===== config.mk =====
export PLATFORM = sky130hd
export DESIGN_NAME = sr_flop_bank
export DESIGN_NICKNAME = d
export VERILOG_FILES = /design/src/rtl/sr_flop_pkg.sv /design/src/rtl/sr_flop_chan.sv /design/src/rtl/sr_flop_bank.sv
export SDC_FILE = /design/constraint.sdc
export NUM_CORES = 1
export LEC_CHECK = 0
export BUFFER_PORTS_ARGS = -buffer_cell sky130_fd_sc_hd__buf_4
export CORE_MARGIN = 1
export CORE_UTILIZATION = 25
export DETAILED_ROUTE_END_ITERATION = 10
export GPL_TIMING_DRIVEN = 0
export PLACE_DENSITY_LB_ADDON = 0.25
export SLEW_MARGIN = 10
export SYNTH_ARGS = -nofsm -noshare
export SYNTH_HDL_FRONTEND = slang
export SYNTH_SLANG_ARGS = --single-unit

===== constraint.sdc =====
create_clock -name clk -period 1.4 [get_ports clk]
set_input_delay 0.14 -clock clk [delete_from_list [all_inputs] [get_ports clk]]
set_output_delay 0.14 -clock clk [all_outputs]
set_load 0.02 [all_outputs]

===== src/rtl/sr_flop_pkg.sv =====
// Shared definitions for the set/reset flop bank: S=R=1 response encodings
// and the per-channel next-state rule.
package sr_flop_pkg;

    typedef enum logic [1:0] {
        SR_SET_DOM = 2'd0,
        SR_RST_DOM = 2'd1,
        SR_HOLD    = 2'd2,
        SR_TOGGLE  = 2'd3
    } sr_mode_e;

    function automatic logic sr_next_q(input logic fs, input logic fr,
                                       input logic q, input sr_mode_e mode);
        logic nxt;
        nxt = q;
        unique case ({fs, fr})
            2'b10: nxt = 1'b1;
            2'b01: nxt = 1'b0;
            2'b11: begin
                case (mode)
                    SR_SET_DOM: nxt = 1'b1;
                    SR_RST_DOM: nxt = 1'b0;
                    SR_HOLD:    nxt = q;
                    default:    nxt = ~q;
                endcase
            end
            default: nxt = q;
        endcase
        return nxt;
    endfunction

endpackage


===== src/rtl/sr_flop_chan.sv =====
// One set/reset storage channel: input synchroniser, optional debounce
// filter, registered q/nq and sticky S=R=1 error flag.
module sr_flop_chan
    import sr_flop_pkg::*;
#(
    parameter int unsigned SYNC_STAGES = 2,
    parameter int unsigned DEBOUNCE    = 0,
    parameter sr_mode_e    MODE        = SR_SET_DOM,
    parameter logic        INIT        = 1'b0
) (
    input  logic clk,
    input  logic rst_n,
    input  logic s,
    input  logic r,
    input  logic err_clr,
    output logic q,
    output logic nq,
    output logic err
);

    logic       ss, sr;
    logic [1:0] pair;
    logic [1:0] filt_q, filt_d;
    logic       q_q, q_d, nq_q, err_q, err_d;

    if (SYNC_STAGES == 0) begin : g_nosync
        assign ss = s;
        assign sr = r;
    end else begin : g_sync
        logic [SYNC_STAGES-1:0] s_sync_q, r_sync_q;
        always_ff @(posedge clk or negedge rst_n) begin
            if (!rst_n) begin
                s_sync_q <= '0;
                r_sync_q <= '0;
            end else begin
                s_sync_q <= SYNC_STAGES'({s_sync_q, s});
                r_sync_q <= SYNC_STAGES'({r_sync_q, r});
            end
        end
        assign ss = s_sync_q[SYNC_STAGES-1];
        assign sr = r_sync_q[SYNC_STAGES-1];
    end

    assign pair = {ss, sr};

    if (DEBOUNCE == 0) begin : g_nodeb
        assign filt_d = pair;
    end else begin : g_deb
        localparam int unsigned CW = $clog2(DEBOUNCE + 1);
        logic [CW-1:0] cnt_q, cnt_d;
        logic [1:0]    prev_q;

        // cnt_q counts consecutive identical samples of a pair that differs
        // from the filtered one; a change of pair restarts the run.
        always_comb begin
            cnt_d  = cnt_q;
            filt_d = filt_q;
            if (pair == filt_q) begin
                cnt_d = '0;
            end else if (pair != prev_q) begin
                cnt_d = CW'(1);
            end else if (cnt_q == CW'(DEBOUNCE)) begin
                filt_d = pair;
                cnt_d  = '0;
            end else begin
                cnt_d = cnt_q + 1'b1;
            end
        end

        always_ff @(posedge clk or negedge rst_n) begin
            if (!rst_n) begin
                cnt_q  <= '0;
                prev_q <= '0;
            end else begin
                cnt_q  <= cnt_d;
                prev_q <= pair;
            end
        end
    end

    always_comb begin
        q_d   = sr_next_q(filt_q[1], filt_q[0], q_q, MODE);
        err_d = (&filt_q) | (err_q & ~err_clr);
    end

    always_ff @(posedge clk or negedge rst_n) begin
        if (!rst_n) begin
            filt_q <= '0;
            q_q    <= INIT;
            nq_q   <= ~INIT;
            err_q  <= 1'b0;
        end else begin
            filt_q <= filt_d;
            q_q    <= q_d;
            nq_q   <= ~q_d;
            err_q  <= err_d;
        end
    end

    assign q   = q_q;
    assign nq  = nq_q;
    assign err = err_q;

endmodule


===== src/rtl/sr_flop_bank.sv =====
// Bank of N independent clocked set/reset channels with synchronisers,
// optional debounce and selectable S=R=1 behaviour.
module sr_flop_bank
    import sr_flop_pkg::*;
#(
    parameter int unsigned N           = 4,
    parameter int unsigned MODE        = 0,
    parameter int unsigned SYNC_STAGES = 2,
    parameter int unsigned DEBOUNCE    = 0,
    parameter logic [N-1:0] INIT       = '0
) (
    input  logic         clk,
    input  logic         rst_n,
    input  logic [N-1:0] s,
    input  logic [N-1:0] r,
    input  logic [N-1:0] err_clr,
    output logic [N-1:0] q,
    output logic [N-1:0] nq,
    output logic [N-1:0] err
);

    if (MODE > 3 || N < 1) begin : g_param_err
        $error("sr_flop_bank: MODE must be 0..3 and N >= 1");
    end

    localparam sr_mode_e MODE_E = sr_mode_e'(MODE[1:0]);

    for (genvar i = 0; i < N; i++) begin : g_chan
        sr_flop_chan #(
            .SYNC_STAGES(SYNC_STAGES),
            .DEBOUNCE   (DEBOUNCE),
            .MODE       (MODE_E),
            .INIT       (INIT[i])
        ) u_chan (
            .clk    (clk),
            .rst_n  (rst_n),
            .s      (s[i]),
            .r      (r[i]),
            .err_clr(err_clr[i]),
            .q      (q[i]),
            .nq     (nq[i]),
            .err    (err[i])
        );
    end

endmodule


==> run metrics, run 1 <==
status=finished, final reports clean; Peak VDD IR=0.620 mV; clk root buf=clkbuf_8; largest net degree at the start of global routing=37; flops & latches, synth=36; Sw Share=0.208; Max Cap Viol=0; Hold Path Stages=2; DRT iter0 DRCs=12; leakage=0.000756 µW; CP arrival=1.01 ns; Yosys top cell by area=dfrtp_1; final slew viol count=0; HP Class=primary input to flop; remaining antenna violation count=0; worst-path cell chain=buf_4 > buf_4; switching power total=424 µW; clock buffer depth=2; DRC=0; Initial Util=0.268; Yosys top cell area share=0.721; combinational share of power=0.098; HP Start=err_clr[3]; Fillers=424; number of diodes=0; crit path time final=1.15 ns; Synth area leaders=dfrtp_1, dfstp_2, buf_4, a21o_1, inv_1; Vias per Instance=3.76; internal power=1620 µW; TNS Setup=0 ns; Port Buf Inserts=25; FMAX=0.872 GHz; area of the multi-input gates=85.1 µm²; first-pass GRT wire length=2420 µm; CTS sink cnt=36; met2 usage=0.130; Critical Path RT=1.26 ns; row count=23; H-tree Lvls=2; GRT Total Usage=0.0750; CTS tree=yes; final wirelength=1480 µm; area of the die=4710 µm²; register share of total power=0.554; Wirelength per Cell=9.02 µm; initial antenna violation count=0; crit-path most repeated cell=buf_4; chip height=68.7 µm; number of I/O pins=26; RSZ-0062 raised after global routing=false; CP Max Fanout=1; vias in the first global route=640; post-CTS setup buffer count=0; worst-margin pin slew=0.436 ns; Mapped Avg Cell Area=15.4 µm²; final setup violation count=0; CP endpoint kind=primary output; most used routing layer=met2; met1 usage=0.0683; ratio of cells with drive above 1 in the final layout=0.412; final hold slack=0.0340 ns; gpl congestion=0.686; Hold Path Sink=g_chan[3].u_chan.err$_DFF_PN0_; R2R setup slack=0.72 ns; Mapped Cells=72; register area=906 µm²; Yosys warnings=0; post-layout net count=127; Clk network pwr share=0.348; Yosys cell types=8; Hold Vio Cnt, Final=0; PwrDens=1330 nW/µm²; GRT overflow=0; Crit Path Class=flop to primary output; Mapped Area=1110 µm²; Core ar.=4140 µm²; Worst Path Buf+Inv=2; clk slew on worst S/H paths=0.06 ns; R2R cell count=1; Startpoint Class=flop; M3 GR Usage=0.0345; Clock Latency Late Sink=0.27 ns; Num CTS Buffers=5; DPL Wire Length=1070 µm; Period Utilization, post-route=0.819; sequential-to-total area share from yosys stat=0.815; top cell family by delay on the critical path=flip-flops; Syn Nets=86; Crit path largest cell delay=0.52 ns; Worst path slowest cell=dfstp_2; die width=68.7 µm; vias=616; Max-slew headroom=0.709; Area Growth Syn to Fin=38.7%; Detailed Routing Iterations Pass 1=4; Worst Clk Skew=0.00246 ns
-- how the worst max path moves through the flow --
stage                                              from    end  slack, ns  cells past startpoint
after floorplan           g_chan[0].u_chan.nq$_DFF_PN1_  nq[0]       0.65                      1
after detailed placement  g_chan[2].u_chan.nq$_DFF_PN1_  nq[2]       0.54                      2
after CTS                 g_chan[2].u_chan.nq$_DFF_PN1_  nq[2]       0.23                      2
after global placement    g_chan[0].u_chan.nq$_DFF_PN1_  nq[0]       0.56                      2
final                     g_chan[2].u_chan.nq$_DFF_PN1_  nq[2]       0.25                      2
after global routing      g_chan[2].u_chan.nq$_DFF_PN1_  nq[2]       0.21                      2
-- through the flow --
stage / instance area (µm²) / std cells / total power, µW / utilization / setup slack, ns
4_1_cts: 1540 / 164 / 2090 / 0.372 / 0.230
3_5_place_dp: 1360 / 147 / 1340 / 0.329 / 0.539
6_report: 1540 / 164 / 2050 / 0.372 / 0.253
3_3_place_gp: 1360 / 147 / 1330 / 0.329 / 0.556
5_1_grt: 1540 / 164 / 2160 / 0.372 / 0.208
2_1_floorplan: 1110 / 72 / 1240 / - / 0.645
-- layout by cell type (no fill, tap or decap) --
| master | n |
|---|---|
| dfstp_2 | 4 |
| inv_1 | 8 |
| nand2_1 | 4 |
| dfrtp_1 | 32 |
| clkbuf_1 | 2 |
| dlygate4sd3_1 | 9 |
| buf_4 | 37 |
| o21ai_0 | 4 |
| a21oi_1 | 4 |
| clkbuf_8 | 6 |
| a21o_1 | 4 |
-- what timing repair did --
action,CTS,global route
hold endpoints to repair,40,0
hold buffers,9,0
setup endpoints to repair,0,0
resized for setup,0,0
-- metal layers --
| layer | routed length (µm) | up-vias | share of wire |
|---|---|---|---|
| li1 | - | 290 | - |
| met1 | 533 | 307 | 0.36 |
| met2 | 839 | 17 | 0.57 |
| met3 | 95 | 2 | 0.064 |
| met4 | 10 | 0 | 0.0068 |
| met5 | 0 | - | 0 |
-- cells in the mapped netlist, drive strengths merged --
cell type  number
nand2           4
a21oi           4
dfstp           4
inv             8
buf            12
a21o            4
dfrtp          32
o21ai           4
-- kinds of logic (layout without fill, tap and decap cells) --
family                 after synthesis  in the layout  synth area share
DFF                                 36             36             0.815
buffers and inverters               20             62             0.108
AOI/OAI and AO/OA                   12             12            0.0631
and+or+nand+nor                      4              4            0.0135
-- cell type report --
type | instances | share of cell area
inverters | 8 | 0.0195
flip-flops and latches | 36 | 0.588
repair buffers | 34 | 0.180
multi-input cells | 16 | 0.0552
clock buffers | 8 | 0.0584
plain buffers | 12 | 0.0584
well taps | 50 | 0.0406
-- power groups by stage --
stage	registers [µW]	clock network (µW)	logic (µW)
after floorplan	1150	0	93.8
after global placement	1150	0	179
after detailed placement	1150	0	186
after CTS	1130	753	206
after global routing	1140	798	221
final	1130	712	200
Note: power is estimated with default switching activity, not from simulation.
==> inputs of run 2 (changes only) <==
clock period = 1.1 ns   (was 1.4 ns; I/O delays follow)
==> run 2 against run 1 <==
Against the previous run: sequential share of layout area is 0.75 points lower; global-route usage increased by 0.28 points; critical path depth unchanged; routed wire length is 6.4% higher; total power is 28% higher; final area rose by 1.3%; via count shrank 0.16%; die area stayed put; largest power group unchanged; largest cell class unchanged; clock-buffer cell count is the same; first-iteration DRC count increased by 42%; register-to-register slack worse by 0.40 ns.
==> run metrics, run 2 (synthesis results as in run 1) <==
Startpoint Class=flop; final setup violation count=0; HP Class=primary input to flop; CP endpoint kind=primary output; R2R setup slack=0.32 ns; remaining antenna violation count=0; worst-margin pin slew=0.441 ns; clock buffer depth=2; row count=23; CTS tree=yes; Crit Path Class=flop to primary output; RSZ-0062 raised after global routing=false; Final Util=0.377; Clock Latency Late Sink=0.28 ns; CTS sink cnt=36; number of diodes=0; Crit path largest cell delay=0.39 ns; CP arrival=0.95 ns; area of the die=4710 µm²; final wirelength=1570 µm; leakage=0.000758 µW; final slew viol count=0; switching power total=551 µW; ratio of cells with drive above 1 in the final layout=0.395; Critical Path RT=0.99 ns; Period Utilization, post-route=0.961; FMAX=0.946 GHz; Vias per Instance=3.75; CP Max Fanout=3; clk root buf=clkbuf_8; Detailed Routing Iterations Pass 1=4; H-tree Lvls=2; gpl congestion=0.686; Worst path slowest cell=dfrtp_1; Max Cap Viol=0; Port Buf Inserts=25; vias in the first global route=644; GRT Total Usage=0.0778; DRT iter0 DRCs=17; post-layout net count=127; GRT overflow=0; chip height=68.7 µm; Clk network pwr share=0.349; clk slew on worst S/H paths=0.06 ns; Num CTS Buffers=5; status=finished, final reports clean; Peak VDD IR=0.794 mV; top cell family by delay on the critical path=flip-flops; PwrDens=1680 nW/µm²; Worst Clk Skew=0.00551 ns; die width=68.7 µm; DPL Wire Length=1070 µm; vias=615; most frequent cells in the layout=dfrtp_1, buf_4, dlygate4sd3_1; Core ar.=4140 µm²; most common cell after layout, fill and taps aside=dfrtp_1; first-pass GRT wire length=2500 µm; internal power=2070 µW; Sw Share=0.210; Wirelength per Cell=9.59 µm; crit path time final=1.06 ns; worst-path cell chain=buf_4 > buf_4; TNS Setup=0 ns; initial antenna violation count=0; combinational share of power=0.100; crit-path most repeated cell=buf_4; Worst Path Buf+Inv=2; Max-slew headroom=0.706; DRC=0; register share of total power=0.551; number of I/O pins=26; largest net degree at the start of global routing=37; Initial Util=0.268; Hold Vio Cnt, Final=0; Area Growth Syn to Fin=40.5%
[run 2: changes by cell type in the layout (fill, tap and decap cells not counted), sizes merged]
cell	previous run	this run
dlygate4sd3	9	11
buf	37	35
[run 2: worst paths after layout]
kind / startpoint / endpoint / depth (start not counted)
max in group asynchronous: rst_n / g_chan[0].u_chan.nq$_DFF_PN1_ / 2
hold reg to reg: g_chan[1].u_chan.g_sync.s_sync_q[1]$_DFF_PN0_ / g_chan[1].u_chan.filt_q[1]$_DFF_PN0_ / 0
hold / removal: err_clr[0] / g_chan[0].u_chan.err$_DFF_PN0_ / 2
min in group asynchronous: rst_n / asynchronous set/reset pin / 2
setup / recovery: flop / q[2] / 2
setup reg to reg: flop / flop / 2
[run 2: area by class of cell]
type	instances	area [µm²]
buffer	8	60.1
clock buffer	8	90.1
fill	420	2580
inverter	8	30.0
multi-input combinational	16	85.1
sequential	36	906
tap	50	62.6
timing repair buffer	38	328
[run 2: layer usage]
metal,global-route usage,share of wire,vias to the layer above
li1,-,-,291
met1,0.0705,0.37,305
met2,0.137,0.57,17
met3,0.0345,0.058,2
met4,0.0547,0.0064,0
met5,0,0,-
[run 2: worst reg2reg max path, delay by kind of cell (launching register included)]
kind	cells	cell delay, ns
flops	1	0.38
compound gates	1	0.16
buf+inv	1	0.13
[run 2: through the flow]
stage                     hold slack, ns  cell area (µm²)  std cells  power (µW)  worst slack, ns
after floorplan                   -0.186             1110         72        1580            0.375
after global placement            0.0681             1360        147        1690            0.286
after detailed placement          0.0865             1360        147        1700            0.269
after CTS                         0.0104             1550        162        2660           0.0175
after global routing             0.00196             1560        164        2750         0.000528
final                             0.0187             1560        164        2620           0.0425
[run 2: repair_timing]
action	CTS	global route
setup buffers	0	2
gates resized for setup	4	0
hold endpoints to repair	42	0
hold buffers	11	0
endpoints found under the setup margin	4	2
[run 2: power groups by stage]
stage	combinational [µW]	sequential [µW]	clock (µW)
after floorplan	119	1460	0
after global placement	227	1460	0
after detailed placement	236	1470	0
after CTS	260	1450	958
after global routing	287	1450	1020
final	263	1440	913
==> inputs of run 3 (changes only) <==
PLACE_DENSITY_LB_ADDON = not set   (was 0.25)
==> run 3 against run 2 <==
Against the previous run: non-clock buffer count shrank 3; sequential cell count unchanged; sequential power barely moved; utilization fell by 0.91 points; final area fell by 2.4%; clock power down 9.9%; clock skew fell by 0.00074 ns; largest power group unchanged.
==> run metrics, run 3 (synthesis results as in run 1) <==
largest net degree at the start of global routing=37; Area Growth Syn to Fin=37.2%; chip height=68.7 µm; Startpoint Class=flop; number of diodes=0; TNS Setup=0 ns; Period Utilization, post-route=0.956; Clock Latency Late Sink=0.28 ns; Core ar.=4140 µm²; post-layout net count=124; total design power=2520 µW; Final Util=0.368; die width=68.7 µm; vias in the first global route=559; RSZ-0062 raised after global routing=false; uppermost layer routed=met4; clk slew on worst S/H paths=0.06 ns; row count=23; Critical Path RT=0.99 ns; Hold Vio Cnt, Final=0; DRC=0; Worst Path Buf+Inv=2; worst-path cell chain=buf_4 > buf_4; dpl ws=0.279 ns; clk root buf=clkbuf_8; Detail Route met3 WL=135 µm; Worst Clk Skew=0.00478 ns; PwrDens=1650 nW/µm²; met2 routed WL=631 µm; Crit path largest cell delay=0.39 ns; status=finished, final reports clean; worst-margin pin slew=0.427 ns; first-pass GRT wire length=2280 µm; Initial Util=0.268; Max Cap Viol=0; final setup violation count=0; Port Buf Inserts=25; Max-slew headroom=0.715; ratio of cells with drive above 1 in the final layout=0.391; CP arrival=0.94 ns; area of the die=4710 µm²; FMAX=0.951 GHz; top cell family by delay on the critical path=flip-flops; M1 wire length=588 µm; Vias per Instance=3.61; Crit Path Class=flop to primary output; CTS sink cnt=36; gpl congestion=0.707; Final WS setup=0.0485 ns; initial antenna violation count=0; most common cell after layout, fill and taps aside=dfrtp_1; DRT iter0 DRCs=19; Num CTS Buffers=5; crit-path most repeated cell=buf_4; most frequent cells in the layout=dfrtp_1, buf_4, dlygate4sd3_1; GRT Total Usage=0.0725; Worst path slowest cell=dfrtp_1; HP Class=primary input to flop; CP Max Fanout=3; Peak VDD IR=0.993 mV; clock buffer depth=2; GRT overflow=0; Detailed Routing Iterations Pass 1=2; Fillers=430; H-tree Lvls=2; leakage=0.000739 µW; final slew viol count=0; remaining antenna violation count=0; vias=578; number of I/O pins=26; final wirelength=1380 µm; Wirelength per Cell=8.61 µm; CTS tree=yes; crit path time final=1.05 ns; CP endpoint kind=primary output
## run 3: changes by cell type in the layout (fill, tap and decap cells not counted)
cell and delta:
buf_6 +1, clkbuf_8 -1, buf_4 -2, dlygate4sd3_1 -2
## run 3: routing by layer
metal,vias up,global-route usage
li1,283,-
met1,271,0.0745
met2,22,0.109
met3,2,0.0510
met4,0,0.0391
met5,-,0
## run 3: worst paths after layout
path	startpoint	slack, ns	endpoint	cells after the start
max reg2reg	flop	0.32	flop	2
min	err_clr[0]	0.01	g_chan[0].u_chan.err$_DFF_PN0_	2
min in group asynchronous	rst_n	0.32	g_chan[1].u_chan.g_sync.s_sync_q[1]$_DFF_PN0_	2
max	flop	0.05	q[1]	2
max in group asynchronous	rst_n	0.44	g_chan[0].u_chan.nq$_DFF_PN1_	2
min reg2reg	g_chan[0].u_chan.g_sync.s_sync_q[1]$_DFF_PN0_	0.35	g_chan[0].u_chan.filt_q[1]$_DFF_PN0_	0
## run 3: cell type report
class / instances / area (µm²) / share of cell area
multi-input cells: 16 / 85.1 / 0.0558
plain buffers: 8 / 60.1 / 0.0394
well taps: 50 / 62.6 / 0.0411
clock buffers: 7 / 76.3 / 0.0501
flip-flops and latches: 36 / 906 / 0.594
inverters: 8 / 30.0 / 0.0197
repair buffers: 35 / 304 / 0.200
## run 3: stage by stage
stage	hold slack, ns	cell area, µm²	cells
after floorplan	-0.186	1110	72
after global placement	0.0666	1360	147
after detailed placement	0.0828	1360	147
after CTS	0.00318	1510	159
after global routing	0.00737	1520	160
final	0.0133	1520	160
## run 3: report_power, final
group          internal, µW  leakage [µW]  switching (µW)
clock network           435     0.0000383             388
logic                   143      0.000288             109
registers              1410      0.000413            33.6
## run 3: repair_timing
action	in CTS	in global routing
resized for setup	4	1
buffers inserted	0	1
hold endpoints to repair	40	0
hold buffers	9	0
endpoints found under the setup margin	4	2
